## src/rtl/cmd_dispatch_pkg.sv

```systemverilog
// Command dispatcher shared types.
// FSM encoding, command and timeout widths.
package cmd_dispatch_pkg;
  localparam int CMD_W = 8;
  localparam int TMO_W = 28;

  typedef enum logic [1:0] {
    IDLE      = 2'd0,
    POP       = 2'd1,
    REQ       = 2'd2,
    WAIT_DONE = 2'd3
  } state_t;
endpackage

```

## src/rtl/cmd_fifo.sv

```systemverilog
// Command FIFO, single clock.
// Registered count; full/empty come from it.
module cmd_fifo
  import cmd_dispatch_pkg::*;
#(
  parameter int DEPTH = 8
) (
  input  logic             clk,
  input  logic             rst,
  input  logic             push,
  input  logic             pop,
  input  logic [CMD_W-1:0] din,
  output logic [CMD_W-1:0] dout,
  output logic [4:0]       count,
  output logic             full,
  output logic             empty
);
  localparam int AW = $clog2(DEPTH);
  localparam logic [4:0] DEP = 5'(DEPTH);

  logic [CMD_W-1:0] mem [DEPTH];
  logic [AW-1:0]    wr_ptr;
  logic [AW-1:0]    rd_ptr;
  logic             wr_en;
  logic             rd_en;

  assign full  = (count == DEP);
  assign empty = (count == 5'd0);
  assign wr_en = push && !full;
  assign rd_en = pop && !empty;
  assign dout  = mem[rd_ptr];

  // Pointers wrap naturally; count tracks occupancy.
  always_ff @(posedge clk or negedge rst) begin
    if (!rst) begin
      wr_ptr <= '0;
      rd_ptr <= '0;
      count  <= '0;
    end else begin
      if (wr_en) wr_ptr <= wr_ptr + AW'(1);
      if (rd_en) rd_ptr <= rd_ptr + AW'(1);
      count <= count + {4'd0, wr_en}
                     - {4'd0, rd_en};
    end
  end

  // Storage array write port.
  always_ff @(posedge clk) begin
    if (wr_en) mem[wr_ptr] <= din;
  end
endmodule

```

## src/rtl/cmd_dispatcher.sv

```systemverilog
// Command dispatcher: FIFO plus str/ack
// handshake FSM with sticky error flags.
module cmd_dispatcher
  import cmd_dispatch_pkg::*;
#(
  parameter int DEPTH       = 8,
  parameter int MAX_CMD     = 15,
  parameter int ACK_TIMEOUT = 250_000_000
) (
  input  logic             clk,
  input  logic             rst,
  input  logic [CMD_W-1:0] cmd_in,
  input  logic             cmd_valid,
  output logic             cmd_ready,
  input  logic             err_clr,
  output logic [CMD_W-1:0] command,
  output logic             str,
  input  logic             ready_command,
  output logic [4:0]       count,
  output logic             busy,
  output logic             overflow_err,
  output logic             bad_cmd_err,
  output logic             timeout_err
);
  localparam logic [CMD_W-1:0] MAX_C =
    CMD_W'(MAX_CMD);
  localparam logic [TMO_W-1:0] TMO =
    TMO_W'(ACK_TIMEOUT);

  state_t           state;
  state_t           state_n;
  logic [TMO_W-1:0] tmo_cnt;
  logic [TMO_W-1:0] tmo_n;
  logic             pop;
  logic             tmo_evt;
  logic             full;
  logic             empty;
  logic             legal;
  logic             push;
  logic             bad_evt;
  logic             ovf_evt;
  logic [CMD_W-1:0] head;

  assign legal     = (cmd_in <= MAX_C);
  assign push      = cmd_valid && legal;
  assign cmd_ready = !full;
  assign bad_evt   = cmd_valid && !legal;
  assign ovf_evt   = cmd_valid && full;
  assign str       = (state == REQ);
  assign busy      = (state != IDLE) ||
                     (count != 5'd0);

  cmd_fifo #(
    .DEPTH(DEPTH)
  ) u_fifo (
    .clk   (clk),
    .rst   (rst),
    .push  (push),
    .pop   (pop),
    .din   (cmd_in),
    .dout  (head),
    .count (count),
    .full  (full),
    .empty (empty)
  );

  // Next state, ack timer and pop strobe.
  always_comb begin
    state_n = state;
    tmo_n   = '0;
    pop     = 1'b0;
    tmo_evt = 1'b0;
    unique case (state)
      IDLE: begin
        if (!empty) state_n = POP;
      end
      POP: begin
        pop     = 1'b1;
        state_n = REQ;
      end
      REQ: begin
        if (!ready_command) begin
          state_n = WAIT_DONE;
        end else begin
          tmo_n = tmo_cnt + TMO_W'(1);
          if (tmo_n == TMO) begin
            tmo_evt = 1'b1;
            tmo_n   = '0;
            state_n = IDLE;
          end
        end
      end
      WAIT_DONE: begin
        if (ready_command) state_n = IDLE;
      end
    endcase
  end

  // State, timer and presented command.
  always_ff @(posedge clk or negedge rst) begin
    if (!rst) begin
      state   <= IDLE;
      tmo_cnt <= '0;
      command <= '0;
    end else begin
      state   <= state_n;
      tmo_cnt <= tmo_n;
      if (pop) command <= head;
    end
  end

  // Sticky flags; a new event beats err_clr.
  always_ff @(posedge clk or negedge rst) begin
    if (!rst) begin
      overflow_err <= 1'b0;
      bad_cmd_err  <= 1'b0;
      timeout_err  <= 1'b0;
    end else begin
      overflow_err <= ovf_evt |
        (overflow_err & ~err_clr);
      bad_cmd_err  <= bad_evt |
        (bad_cmd_err & ~err_clr);
      timeout_err  <= tmo_evt |
        (timeout_err & ~err_clr);
    end
  end
endmodule
```

## config.mk

```make
export PLATFORM = sky130hd
export DESIGN_NAME = cmd_dispatcher
export DESIGN_NICKNAME = d
export VERILOG_FILES = /design/src/rtl/cmd_dispatch_pkg.sv /design/src/rtl/cmd_fifo.sv /design/src/rtl/cmd_dispatcher.sv
export SDC_FILE = /design/constraint.sdc
export NUM_CORES = 1
export LEC_CHECK = 0
export CORE_ASPECT_RATIO = 0.7
export CORE_MARGIN = 5
export CORE_UTILIZATION = 50
export DETAILED_ROUTE_END_ITERATION = 6
export HOLD_SLACK_MARGIN = 0.15
export PLACE_DENSITY = 0.81
export SETUP_SLACK_MARGIN = 0.02
export SLEW_MARGIN = 20
export SYNTH_ARGS = -nofsm -noshare
export SYNTH_HDL_FRONTEND = slang
export SYNTH_HIERARCHICAL = 1
export SYNTH_SLANG_ARGS = --single-unit
```

## constraint.sdc

```tcl
create_clock -name clk -period 4.35 [get_ports clk]
set_clock_uncertainty 0.15 [all_clocks]
set_input_delay 0.87 -clock clk [delete_from_list [all_inputs] [get_ports clk]]
set_output_delay 0.87 -clock clk [all_outputs]
set_load 0.05 [all_outputs]
```

==> results.yml <==
routing:
  drtPass1Iterations: 4
  route.detailed.vias_per_inst: 5.72
  drtAntennaViolNets: 0
  wl_per_cell_um: 18.8
  num_vias: 3341
  post-route-drc-count: 0
  drt_iter0_drc: 212
  routed_wirelength_mm: 11.0
grt:
  grt_pass1_wl_mm: 18.1
  overflow: 0
  grt_max_degree: 34
  grt_pass1_vias: 3425
  grt_usage: 0.179
  antenna_found_initial: 0
floorplan:
  initial_core_util: 0.520
  die_w_um: 135
  boundaryPins: 32
  die_y_um: 97.5
  die-area_um2: 13200
  row_count: 31
  core_um2: 10500
timing:
  tns_ns: 0
  period_needed_ns: 3.45
  worstMarginPinSlew_ns: 1.07
  drv_slew: 0
  fin_crit_sh: 0.792
  rsz0062_at_grt: "false"
  holdWs_ns: 0.341
  worst_slew_margin_rel: 0.286
  finalSetupViolations: 0
  max_freq_ghz: 0.290
  hold_viol: 0
cells_and_area:
  drive_above_1_share: 0.165
  n_antenna_cell: 0
  fin_util: 0.618
  syn2layout_area_growth_pct: 19.0
  fin_nets: 448
  final_common_cell: "edfxtp_1"
  layout_common_cells: "edfxtp_1 (64), dfrtp_1 (52), nor3_1 (32)"
clock_tree:
  cts_buffers: 17
  cts_setup_buffers: 0
  cts.sinks: 116
  hold_buffers: 0
  cts_tree: "yes"
  clk_latency_ns: 0.41
  h-tree-depth: 4
  cts_max_path_buffers: 2
  cts-root-buf: "clkbuf_16"
  clk_pin_slew_worst_paths_ns: 0.05
  cts_resized: 0
synth:
  ys_ff_latch: 116
  async_flop_share: 0.448
  synth-compound-area-share: 0.0380
  ys_warn_count: 6
  netlist-cell-type-count: 61
  synth_fa_ha_area_frac: 0.0289
  syn_area_per_cell_um2: 14.3
  synth_area_um2: 5460
  postSynthCellCount: 383
  synth-edff-count: 64
  synth-xor-area-share: 0.0481
  ys.flop_type: "edfxtp_1"
  synth_top_family_by_area: "simple AND/OR/NAND/NOR gates"
  syn_nets: 408
  synth_seq_area_share: 0.590
  synth-simple-area-share: 0.148
  synthMuxAreaShare: 0.114
power:
  pwr-share-seq: 0.371
  p_per_area_nw_per_um2: 612
  leakage_nw: 2.40
  pwr-share-comb: 0.266
  vdd_ir_drop_max_mv: 0.466
  switchingPower_w: 0.00124
  pwr-share-clk: 0.363
  p_int_w: 0.00274
  finalPower_w: 0.00398
  p_sw_frac: 0.311
setup_path:
  worstSetupPathType: "flip-flop to output port"
  crit_slowest_cell: "clkdlybuf4s50_1"
  path_buf_inv: 4
  crit_path_end_kind: "output port"
  path_cells: "inv_1, ha_1, or4b_4, inv_1, inv_1, clkdlybuf4s50_1"
  path_max_fanout: 5
  cp-start-kind: "flip-flop"
  required_ns: 3.33
  cp_common_cell: "inv_1"
  crit_family: "buffers and inverters"
  arrival_ns: 2.43
  max_stage_delay_ns: 0.69
status:
  status: "finished clean"
place:
  place.port_buffers: 31
  place_congestion: 0.800
  hpwlAfterDp_mm: 7.00
hold_path:
  hp-class: "flip-flop to flip-flop"
job:
  timing.max_cap.violations: 0
-- layout make-up --
cell class	instances	area [um2]
timing repair buffer	38	370
fill	767	4010
clock inverter	11	160
inverter	14	52.6
multi-input combinational	236	2060
tap	148	185
sequential	116	3220
clock buffer	21	450
-- synth_stat cells (5+ instances only) --
cell type   n  area, um2
ha_1       11        138
xor2_1     15        131
nand2_1    18       67.6
mux2_2     18        203
nor3_1     32        160
dfrtp_1    52       1300
nor2_1     24       90.1
xnor2_1    15        131
nand3_1     9       45.0
edfxtp_1   64       1920
nand4_1     9       56.3
or4_1       5       37.5
mux4_1     16        420
nor4_1      5       31.3
clkbuf_1    6       22.5
inv_1      14       52.6
-- power groups by stage --
stage / sequential [W] / combinational, W / clock [W]
6_report: 0.00148 / 0.00106 / 0.00145
5_1_grt: 0.00150 / 0.00113 / 0.00153
4_1_cts: 0.00148 / 0.00107 / 0.00146
3_5_place_dp: 0.00149 / 0.00106 / 0
3_3_place_gp: 0.00148 / 0.00102 / 0
2_1_floorplan: 0.00161 / 0.000632 / 0
-- kinds of logic (layout without fill, tap and decap cells) --
group,after synthesis,count (layout)
and+or+nand+nor,133,133
DFF,116,116
muxes,34,34
buffers and inverters,31,84
xor gates and xnor gates,30,30
AOI/OAI and AO/OA,27,27
adders and majority gates,12,12
-- state kept, by name, indices dropped and copies added (netlist names) --
signal         flops
bad_cmd_err        1
u_fifo/rd_ptr      3
command            8
u_fifo/wr_ptr      3
u_fifo/count       5
u_fifo/mem        64
tmo_cnt           28
timeout_err        1
overflow_err       1
state              2
-- worst register-to-register path, stage by stage (launching register included) --
cell and delay (ns):
dfrtp_1 0.42, ha_1 0.27, nand4_1 0.36, nor4_4 0.54, nor3b_1 0.35, o22ai_1 0.19
nor4_4 0.63, buf_12 0.23, nor3_1 0.08
-- per-layer routing --
| layer | vias to the layer above | track usage | share of wire |
|---|---|---|---|
| li1 | 1541 | - | - |
| met1 | 1679 | 0.258 | 0.49 |
| met2 | 103 | 0.257 | 0.45 |
| met3 | 18 | 0.0595 | 0.054 |
| met4 | 0 | 0.0581 | 0.012 |
| met5 | - | 0 | 0 |
-- worst paths after layout --
path	start	end	slack, ns	cells past startpoint
max	u_fifo/count[2]	cmd_ready	0.90	6
min	bad_cmd_err	bad_cmd_err	0.34	1
max reg2reg	tmo_cnt[0]	tmo_cnt[3]	0.95	8
min reg2reg	bad_cmd_err	bad_cmd_err	0.34	1
max in group asynchronous	rst	tmo_cnt[3]	2.85	2
min in group asynchronous	rst	tmo_cnt[9]	0.41	1
-- through the flow --
step | worst slack, ns | instances | area [um2]
after floorplan | 1.37 | 383 | 5460
after global placement | 0.614 | 552 | 5890
after detailed placement | 0.489 | 552 | 5890
after CTS | 0.874 | 584 | 6500
after global routing | 0.694 | 584 | 6500
final | 0.904 | 584 | 6500
(Power assumes the default switching activity.)
